## src/rtl/vert_timing_ctrl_if.sv

```systemverilog
// vert_timing_ctrl_if
// Host configuration port for vert_timing_ctrl.
//   cfg_valid  : host write request
//   cfg_ready  : controller accepts writes (high only while idle)
//   cfg_addr   : field select (0 visible, 1 front porch, 2 sync pulse, 3 whole frame)
//   cfg_wdata  : write data
//   cfg_commit : one-cycle pulse asking for the shadow values to be applied
// With VERT_TIMING_READBACK_EN defined the port also carries:
//   cfg_rd     : shadow read request
//   cfg_rdata  : shadow field selected by cfg_addr, one clock after cfg_rd
//   cfg_rvalid : one-cycle qualifier for cfg_rdata
interface vert_timing_ctrl_if;
    logic       cfg_valid;
    logic       cfg_ready;
    logic [1:0] cfg_addr;
    logic [9:0] cfg_wdata;
    logic       cfg_commit;
`ifdef VERT_TIMING_READBACK_EN
    logic       cfg_rd;
    logic [9:0] cfg_rdata;
    logic       cfg_rvalid;
`endif

`ifdef VERT_TIMING_READBACK_EN
    modport master (
        output cfg_valid, cfg_addr, cfg_wdata, cfg_commit, cfg_rd,
        input  cfg_ready, cfg_rdata, cfg_rvalid
    );
    modport slave (
        input  cfg_valid, cfg_addr, cfg_wdata, cfg_commit, cfg_rd,
        output cfg_ready, cfg_rdata, cfg_rvalid
    );
`else
    modport master (
        output cfg_valid, cfg_addr, cfg_wdata, cfg_commit,
        input  cfg_ready
    );
    modport slave (
        input  cfg_valid, cfg_addr, cfg_wdata, cfg_commit,
        output cfg_ready
    );
`endif
endinterface

```

## src/rtl/vert_timing_ctrl.sv

```systemverilog
// vert_timing_ctrl
// Shadow/active configuration controller for the vertical counter. The host
// writes shadow fields, then commits; a valid commit is held until the next
// rising edge of frm_done so the counter never sees a mid-frame update.
// Optional feature macro: VERT_TIMING_READBACK_EN (shadow readback on cfg).
// Ports:
//   clk                 : system clock
//   nreset              : synchronous active-low reset
//   cfg                 : host configuration port (vert_timing_ctrl_if.slave)
//   frm_done            : frame-done level from the vertical counter
//   vert_cont_registers : {whole[36:27], sync[26:18], fp[17:9], visible[8:0]}
//   cfg_pending         : commit accepted, waiting for a frame boundary
//   cfg_err             : sticky error (bad write or failed commit)
//   upd_done            : one-cycle pulse in the cycle the active set is loaded
//
// state | meaning
// IDLE  | accepting writes and commits
// ARMED | valid commit held, waiting for frame-done rising edge
// APPLY | one cycle: active registers load the shadow set
module vert_timing_ctrl #(
    parameter logic [8:0] DEF_VISIBLE     = 9'd480,
    parameter logic [8:0] DEF_FRONT_PORCH = 9'd490,
    parameter logic [8:0] DEF_SYNC_PULSE  = 9'd492,
    parameter logic [9:0] DEF_WHOLE_FRAME = 10'd524
) (
    input  logic                     clk,
    input  logic                     nreset,
    vert_timing_ctrl_if.slave        cfg,
    input  logic                     frm_done,
    output logic [36:0]              vert_cont_registers,
    output logic                     cfg_pending,
    output logic                     cfg_err,
    output logic                     upd_done
);

    typedef enum logic [1:0] {
        IDLE  = 2'd0,
        ARMED = 2'd1,
        APPLY = 2'd2
    } state_t;

    state_t     state;
    logic       frm_q;
    logic       frm_evt;

    logic [8:0] sh_vis, sh_fp, sh_sync;
    logic [9:0] sh_whole;
    logic [8:0] act_vis, act_fp, act_sync;
    logic [9:0] act_whole;

    logic       wr_acc, wr_bad, wr_ok;
    logic [8:0] ev_vis, ev_fp, ev_sync;
    logic [9:0] ev_whole;
    logic       commit_ok;

    assign frm_evt = frm_done & ~frm_q;

    assign vert_cont_registers = {act_whole, act_sync, act_fp, act_vis};

    // The commit check sees the shadow set as it will be after this cycle's
    // write, so a write and commit in the same cycle validate together.
    always_comb begin
        wr_acc   = cfg.cfg_valid & cfg.cfg_ready;
        wr_bad   = wr_acc & (cfg.cfg_addr != 2'd3) & cfg.cfg_wdata[9];
        wr_ok    = wr_acc & ~wr_bad;
        ev_vis   = sh_vis;
        ev_fp    = sh_fp;
        ev_sync  = sh_sync;
        ev_whole = sh_whole;
        if (wr_ok) begin
            case (cfg.cfg_addr)
                2'd0:    ev_vis   = cfg.cfg_wdata[8:0];
                2'd1:    ev_fp    = cfg.cfg_wdata[8:0];
                2'd2:    ev_sync  = cfg.cfg_wdata[8:0];
                default: ev_whole = cfg.cfg_wdata;
            endcase
        end
        commit_ok = (ev_vis < ev_fp) && (ev_fp < ev_sync) &&
                    ({1'b0, ev_sync} < ev_whole);
    end

    always_ff @(posedge clk) begin
        if (!nreset) begin
            state         <= IDLE;
            frm_q         <= 1'b0;
            sh_vis        <= DEF_VISIBLE;
            sh_fp         <= DEF_FRONT_PORCH;
            sh_sync       <= DEF_SYNC_PULSE;
            sh_whole      <= DEF_WHOLE_FRAME;
            act_vis       <= DEF_VISIBLE;
            act_fp        <= DEF_FRONT_PORCH;
            act_sync      <= DEF_SYNC_PULSE;
            act_whole     <= DEF_WHOLE_FRAME;
            cfg.cfg_ready <= 1'b1;
            cfg_pending   <= 1'b0;
            cfg_err       <= 1'b0;
            upd_done      <= 1'b0;
        end else begin
            frm_q    <= frm_done;
            upd_done <= 1'b0;
            case (state)
                IDLE: begin
                    if (wr_bad) begin
                        cfg_err <= 1'b1;
                    end
                    if (wr_ok) begin
                        sh_vis   <= ev_vis;
                        sh_fp    <= ev_fp;
                        sh_sync  <= ev_sync;
                        sh_whole <= ev_whole;
                    end
                    if (cfg.cfg_commit) begin
                        if (commit_ok) begin
                            state         <= ARMED;
                            cfg.cfg_ready <= 1'b0;
                            cfg_pending   <= 1'b1;
                        end else begin
                            cfg_err <= 1'b1;
                        end
                    end
                end
                // frm_q is already high if the edge coincided with the commit,
                // so that frame is skipped without extra logic.
                ARMED: begin
                    if (frm_evt) begin
                        state       <= APPLY;
                        cfg_pending <= 1'b0;
                        upd_done    <= 1'b1;
                    end
                end
                APPLY: begin
                    act_vis       <= sh_vis;
                    act_fp        <= sh_fp;
                    act_sync      <= sh_sync;
                    act_whole     <= sh_whole;
                    cfg_err       <= 1'b0;
                    state         <= IDLE;
                    cfg.cfg_ready <= 1'b1;
                end
                default: begin
                    state         <= IDLE;
                    cfg.cfg_ready <= 1'b1;
                    cfg_pending   <= 1'b0;
                end
            endcase
        end
    end

`ifdef VERT_TIMING_READBACK_EN
    always_ff @(posedge clk) begin
        if (!nreset) begin
            cfg.cfg_rdata  <= 10'd0;
            cfg.cfg_rvalid <= 1'b0;
        end else begin
            cfg.cfg_rvalid <= cfg.cfg_rd;
            if (cfg.cfg_rd) begin
                case (cfg.cfg_addr)
                    2'd0:    cfg.cfg_rdata <= {1'b0, sh_vis};
                    2'd1:    cfg.cfg_rdata <= {1'b0, sh_fp};
                    2'd2:    cfg.cfg_rdata <= {1'b0, sh_sync};
                    default: cfg.cfg_rdata <= sh_whole;
                endcase
            end
        end
    end
`endif

endmodule

```

## src/flat_wrapper.sv

```systemverilog
// flat-port wrapper written by rule: the top's interface ports become plain ports
module vert_timing_ctrl_flat 
#(
    parameter logic [8:0] DEF_VISIBLE     = 9'd480,
    parameter logic [8:0] DEF_FRONT_PORCH = 9'd490,
    parameter logic [8:0] DEF_SYNC_PULSE  = 9'd492,
    parameter logic [9:0] DEF_WHOLE_FRAME = 10'd524
)
  (clk, nreset, frm_done, vert_cont_registers, cfg_pending, cfg_err, upd_done, cfg_cfg_valid, cfg_cfg_addr, cfg_cfg_wdata, cfg_cfg_commit, cfg_cfg_ready);
  vert_timing_ctrl_if cfg_i ();
  input  logic clk;
  input  logic nreset;
  input  logic frm_done;
  output logic [36:0] vert_cont_registers;
  output logic cfg_pending;
  output logic cfg_err;
  output logic upd_done;
  input wire logic [$bits(cfg_i.cfg_valid)-1:0] cfg_cfg_valid;
  input wire logic [$bits(cfg_i.cfg_addr)-1:0] cfg_cfg_addr;
  input wire logic [$bits(cfg_i.cfg_wdata)-1:0] cfg_cfg_wdata;
  input wire logic [$bits(cfg_i.cfg_commit)-1:0] cfg_cfg_commit;
  output wire logic [$bits(cfg_i.cfg_ready)-1:0] cfg_cfg_ready;
  assign cfg_i.cfg_valid = cfg_cfg_valid;
  assign cfg_i.cfg_addr = cfg_cfg_addr;
  assign cfg_i.cfg_wdata = cfg_cfg_wdata;
  assign cfg_i.cfg_commit = cfg_cfg_commit;
  assign cfg_cfg_ready = cfg_i.cfg_ready;
  vert_timing_ctrl #(.DEF_VISIBLE(DEF_VISIBLE), .DEF_FRONT_PORCH(DEF_FRONT_PORCH), .DEF_SYNC_PULSE(DEF_SYNC_PULSE), .DEF_WHOLE_FRAME(DEF_WHOLE_FRAME)) u_core (.clk(clk), .nreset(nreset), .cfg(cfg_i), .frm_done(frm_done), .vert_cont_registers(vert_cont_registers), .cfg_pending(cfg_pending), .cfg_err(cfg_err), .upd_done(upd_done));
endmodule
```

## config.mk

```make
export PLATFORM = sky130hd
export DESIGN_NAME = vert_timing_ctrl_flat
export DESIGN_NICKNAME = d
export VERILOG_FILES = /design/src/rtl/vert_timing_ctrl_if.sv /design/src/rtl/vert_timing_ctrl.sv /design/src/flat_wrapper.sv
export SDC_FILE = /design/constraint.sdc
export NUM_CORES = 1
export LEC_CHECK = 0
export ABC_AREA = 1
export CORE_UTILIZATION = 59
export DETAILED_ROUTE_END_ITERATION = 8
export PLACE_DENSITY = 0.83
export REMOVE_ABC_BUFFERS = 1
export SLEW_MARGIN = 20
export SYNTH_ARGS = -nofsm -noshare
export SYNTH_HDL_FRONTEND = slang
export SYNTH_SLANG_ARGS = --single-unit
```

## constraint.sdc

```tcl
create_clock -name clk -period 5 [get_ports clk]
set_clock_uncertainty 0.05 [all_clocks]
set_input_delay 1 -clock clk [delete_from_list [all_inputs] [get_ports clk]]
set_output_delay 1 -clock clk [all_outputs]
set_load 0.1 [all_outputs]
```

==> Word-level counts from Yosys, hierarchy flattened <==
Index checks and enable logic that the tools add are counted.
{ "totals": {"reg_bits": 81, "out_inout_bits": 41} }
{ "classes": {"n_lt_le_gt_ge": 3, "mux": 24, "bitwise_logic": 9, "reduce_logical": 11, "n_eq_ne": 8} }
{ "op_table": {"columns": ["op", "n"], "rows": [
  ["two-way mux 9 bit", 6],
  ["two-way mux 10 bit", 2],
  ["< comparator 9 bit", 2],
  ["< comparator 9 x 10 -> 1 bit", 1],
  ["two-way mux 1 bit", 9],
  ["two-way mux 2 bit", 3],
  ["AND reduction 3 bit", 2],
  ["AND 1 bit", 5],
  ["equality test 2 x 1 -> 1 bit (second input constant)", 2],
  ["equality test 2 bit (second input constant)", 2],
  ["zero test 2 bit", 2],
  ["inequality test 2 x 1 -> 1 bit (second input constant)", 2],
  ["inequality test 2 bit (second input constant)", 2],
  ["NOT 1 bit", 4],
  ["case mux 1 bit (2 select lines)", 2],
  ["case mux 2 bit (2 select lines)", 1],
  ["AND reduction 2 bit", 2],
  ["AND reduction 4 bit", 1],
  ["case mux 1 bit (3 select lines)", 1],
  ["OR reduction 3 bit", 1],
  ["logical AND 1 bit", 2],
  ["nonzero test 2 bit", 1]
]} }

==> Depth between registers and ports, before layout <==
{ "depth": {"depth_word": 12, "ltp_mapped": 21, "depth_no_buf": 20} }

==> Worst setup path before layout <==
OpenSTA, ideal clock, no wires.
{ "synth_timing": {"path_type": "reg-to-reg", "from": "register u_core.cfg.cfg_ready", "to": "register u_core.cfg_err", "required_ps": 4819, "path_buffers": 1, "t_arrival_ps": 3343, "synth_period_minus_slack_ps": 3524, "path_slack_ps": 1476, "stages_incl_launch_ff": 18, "cell_sequence": "dfxtp_1 > nand2_2 > inv_2 > nand3_4 > clkbuf_1 > o21ai_0 > inv_1 > ha_1 > a21oi_1 > o211ai_1 > nor3b_2 > nand2_1 > nor2_1 > nand3_2 > nand2_1 > nand2_1 > nand2_1 > a21oi_2"} }
{ "synth_via": {"elab_chain_len": 12, "elab_cells_between_ends": 18, "cone_classes": "3 x order compare; 8 x mux; 5 x bitwise; 2 x reduce/logical"} }
{ "synth_rtl": {"columns": ["element", "line", "source"], "rows": [
  ["from (decl)", "vert_timing_ctrl_if.sv:40", "output cfg_ready"],
  ["from (signal assigned)", "vert_timing_ctrl.sv:94", "cfg.cfg_ready <= 1'b1;"],
  ["from (signal assigned)", "vert_timing_ctrl.sv:115", "cfg.cfg_ready <= 1'b0;"],
  ["from (signal assigned)", "vert_timing_ctrl.sv:138", "cfg.cfg_ready <= 1'b1;"],
  ["AND 1 bit (*)", "vert_timing_ctrl.sv:63", "wr_acc = cfg.cfg_valid & cfg.cfg_ready;"],
  ["AND 1 bit (2 in series)", "vert_timing_ctrl.sv:64", "wr_bad = wr_acc & (cfg.cfg_addr != 2'd3) & cfg.cfg_wdata[9];"],
  ["NOT 1 bit", "vert_timing_ctrl.sv:65", "wr_ok = wr_acc & ~wr_bad;"],
  ["AND 1 bit (*)", "vert_timing_ctrl.sv:65", null],
  ["two-way mux 9 bit (*)", "vert_timing_ctrl.sv:70", "if (wr_ok) begin"],
  ["named net u_core.ev_sync[8]", "vert_timing_ctrl.sv:52", "logic [8:0] ev_vis, ev_fp, ev_sync;"],
  ["< comparator 9 bit", "vert_timing_ctrl.sv:78", "commit_ok = (ev_vis < ev_fp) && (ev_fp < ev_sync) &&"],
  ["logical AND 1 bit", "vert_timing_ctrl.sv:78", null],
  ["logical AND 1 bit (*)", "vert_timing_ctrl.sv:78", null],
  ["two-way mux 1 bit (*)", "vert_timing_ctrl.sv:113", "if (commit_ok) begin"],
  ["two-way mux 1 bit (*)", "vert_timing_ctrl.sv:112", "if (cfg.cfg_commit) begin"],
  ["case mux 1 bit (2 select lines) (*)", "vert_timing_ctrl.sv:101", "case (state)"],
  ["to (signal assigned)", "vert_timing_ctrl.sv:96", "cfg_err <= 1'b0;"],
  ["to (signal assigned)", "vert_timing_ctrl.sv:104", "cfg_err <= 1'b1;"],
  ["to (signal assigned)", "vert_timing_ctrl.sv:118", "cfg_err <= 1'b1;"],
  ["to (decl)", "vert_timing_ctrl.sv:32", "output logic cfg_err,"]
]} }
The timed path passes the listed nets; every way through them passes the cells marked *.
A chain may end at the register's enable or synchronous reset.

==> Worst setup path after layout <==
{ "layout_timing": {"from": "input cfg_cfg_addr[0]", "to": "register u_core.cfg_pending"} }
{ "layout_via": {"elab_chain_len": 11, "elab_cells_between_ends": 24, "cone_classes": "3 x order compare; 4 x eq/ne; 8 x mux; 4 x bitwise; 5 x reduce/logical"} }
{ "layout_rtl": {"columns": ["element", "line", "source"], "rows": [
  ["from (decl)", "flat_wrapper.sv:19", "input wire logic [$bits(cfg_i.cfg_addr)-1:0] cfg_cfg_addr;"],
  ["inequality test 2 bit", "vert_timing_ctrl.sv:64", null],
  ["AND 1 bit (2 in series)", "vert_timing_ctrl.sv:64", null],
  ["NOT 1 bit", "vert_timing_ctrl.sv:65", null],
  ["AND 1 bit", "vert_timing_ctrl.sv:65", null],
  ["two-way mux 9 bit (*)", "vert_timing_ctrl.sv:70", null],
  ["named net u_core.ev_fp[8]", "vert_timing_ctrl.sv:52", null],
  ["< comparator 9 bit", "vert_timing_ctrl.sv:78", null],
  ["logical AND 1 bit (*) (2 in series)", "vert_timing_ctrl.sv:78", null],
  ["inequality test 2 x 1 -> 1 bit (no source line) (*)", null, null],
  ["AND reduction 4 bit (no source line) (*)", null, null],
  ["to (signal assigned)", "vert_timing_ctrl.sv:95", "cfg_pending <= 1'b0;"],
  ["to (signal assigned)", "vert_timing_ctrl.sv:116", "cfg_pending <= 1'b1;"],
  ["to (signal assigned)", "vert_timing_ctrl.sv:127", "cfg_pending <= 1'b0;"],
  ["to (decl)", "vert_timing_ctrl.sv:31", "output logic cfg_pending,"]
]} }
Marks and branches as above.

==> results.cfg <==
[outcome]
outcome = completed

[synthesis]
syn_area_um2 = 4090
yosysMostFrequentCell = nand2_1
syn-instance-count = 584
synth-compound-area-share_pct = 17.9
syn_avg_cell_area_um2 = 7.01
synth_xor_area_share_pct = 0
synth_top_family_by_area = simple AND/OR/NAND/NOR gates
yosysTopAreaCell = dfxtp_1
yosysTopAreaCellShare_pct = 39.6
synth_area_leaders = dfxtp_1 40%, nand2_1 14%, o21ai_0 9.1%
synthDistinctLibCells = 30
yosys.area_share.adder_pct = 5.81
synth-seq-cells = 81
ys_async_sr_fraction_pct = 0
synth-edff-count = 0
synth-simple-area-share_pct = 29.5
synth.yosys.warnings = 0
muxShareOfSynthArea_pct = 0
ys.flop_type = dfxtp_1
synthTopCellsByCount = 158 x nand2_1, 81 x dfxtp_1, 74 x o21ai_0
yosysSeqAreaShare_pct = 39.6

[placed_design]
numPortBuffers = 57
routabilityCongestion = 0.889
placed_cells = 695
hpwl_mm = 6.67

[power_and_ir_drop]
switching_share_pct = 45.4
p_leak_uw = 0.00235
p_int_uw = 1390
p_comb_share_pct = 45.0
power_switching_uw = 1150
total_power_uw = 2540
p_seq_share_pct = 33.7
peakVddDrop_uv = 641
power_density_nw_per_um2 = 517
clockPowerShare_pct = 21.3

[final_layout]
final_util_pct = 75.2
num_antenna_cells = 0
layout.nets = 665
syn2layout_area_growth_pct = 20.0
layoutNonFillerInstCount = 711
multi_input_area_um2 = 2180
seqCellArea_um2 = 1620
drive_above_1_share_pct = 6.94
fill_cells = 512

[clock_tree]
clkSlewWorstSetupHoldPaths_ps = 80
cts_tree = built
clockBufferDepth = 2
cts_root_buf = clkbuf_8
cts.htree.levels = 3
cts_hold_buf = 0
cts_resized = 0
cts_made_buffers = 9
clock_latency_ps = 360
clock_sinks = 81
post_cts_buffers = 0

[detailed_routing]
wl_per_cell_um = 13.7
finalWirelength_mm = 9.73
drt_iter0_drc = 217
drc = 0
drt_first_pass_iters = 5
ant_nets = 0
vias = 3919
via_per_inst = 5.51

[timing]
setup-violations-final = 0
drv_slew = 0
tightest_slew_ps = 1030
finalCritPeriodShare_pct = 76.1
final_hold_viol_count = 0
rsz0062_at_grt = no
fmax_mhz = 263
fin_crit_ps = 3810
hold_ws_ps = 411
max_slew_margin_pct = 31.4
tns_ps = 0

[critical_path]
worst-setup-path-type = input port to register
worstPathRequired_ps = 5220
critPathCaptureType = register
cp_data_arrival_time_ps = 4020
start_kind = input port
cp_max_fo = 9

[die]
initial_core_util_pct = 62.6
rows = 29
die_w_um = 85.3
core_um2 = 6530
pin_count = 58
die_area_um2 = 7270
die_h_um = 85.3

[global_route]
grt_pass1_vias = 3621
grt_max_degree = 52
grt-ovfl-total = 0
antenna_found_initial = 0
grt_pass1_wl_mm = 16.5
grt.total_usage_pct = 28.4

[job]
maxCapViolations = 0

[worst_hold_path]
hold_path_class = register to register
## state kept, by name (all words and copies together), names as in the netlist
register,count
u_core.act_whole,10
u_core.sh_whole,10
u_core.act_fp,9
u_core.act_sync,9
u_core.act_vis,9
u_core.sh_fp,9
u_core.sh_sync,9
u_core.sh_vis,9
u_core.state,2
u_core.cfg.cfg_ready,1
u_core.cfg_err,1
u_core.cfg_pending,1
u_core.frm_q,1
u_core.upd_done,1
## cells by family (layout without fill, tap and decap cells)
family,count (synthesis),in the layout
DFF,81,81
and+or+nand+nor,268,268
buffers and inverters,77,127
adders and majority gates,19,19
AOI/OAI and AO/OA,139,139
## routing by layer
metal | track usage, % | share of wire (%) | vias to the layer above
li1 | - | - | 1995
met1 | 37.6 | 48 | 1792
met2 | 47.4 | 46 | 121
met3 | 4.09 | 4.8 | 11
met4 | 10.5 | 1.3 | 0
met5 | 0 | 0 | -
## metrics by stage
stage | area [um^2] | worst slack [ps]
6_report | 4910 | 1190
5_1_grt | 4910 | 936
4_1_cts | 4910 | 1210
3_5_place_dp | 4680 | 861
3_3_place_gp | 4680 | 996
2_1_floorplan | 3990 | 1590
## critical path, stage by stage
cell	delay, ps
clkdlybuf4s50_1	670
nand2_4	200
nand2_8	160
nand2_8	100
nor2_8	130
nand2_1	70
o21ai_0	160
inv_1	90
ha_1	320
a21oi_1	130
o211ai_1	140
nor3b_2	210
nand2_1	70
nor2_1	120
nand3_2	120
nor2_1	110
nand2_1	80
a21oi_1	140
## final cells by class
class | count | area share [%]
multi-input combinational | 426 | 44.4
sequential | 81 | 33.0
timing repair buffer | 60 | 12.1
inverter | 51 | 3.90
clock buffer | 9 | 2.52
clock inverter | 7 | 2.09
tap | 77 | 1.96
## placed cells by master, fill, tap and decap left out, types with 3 or more instances in the layout
cell type        synthesis  layout
nand2_1                158     158
dfxtp_1                 81      81
o21ai_0                 74      74
nor2_1                  58      57
clkdlybuf4s50_1          0      57
a21oi_1                 50      50
inv_1                   49      49
nand3_1                 24      24
ha_1                    19      19
clkbuf_8                 0       9
nand2_2                  8       8
nand4_1                  5       5
o211ai_1                 4       4
o21ai_1                  4       4
nand3_4                  3       3
and3_1                   3       3
buf_4                    0       3
## worst paths after layout
path / from / to / slack [ps] / cells past startpoint
worst max register to register: u_core.cfg.cfg_ready / u_core.cfg_pending / 2010 / 15
worst max-delay path: cfg_cfg_addr[0] / u_core.cfg_pending / 1190 / 18
worst min-delay path: u_core.act_sync[2] / u_core.act_sync[2] / 410 / 2
worst min register to register: u_core.act_sync[2] / u_core.act_sync[2] / 410 / 2
## power groups by stage
stage,Sequential (uW),Combinational (uW),Clock [uW]
after floorplan,1140,582,0
after global placement,863,1110,0
after detailed placement,867,1130,0
after CTS,854,1140,546
after global routing,871,1270,569
final,856,1140,542
No activity file was read; power rests on OpenSTA's default activity.
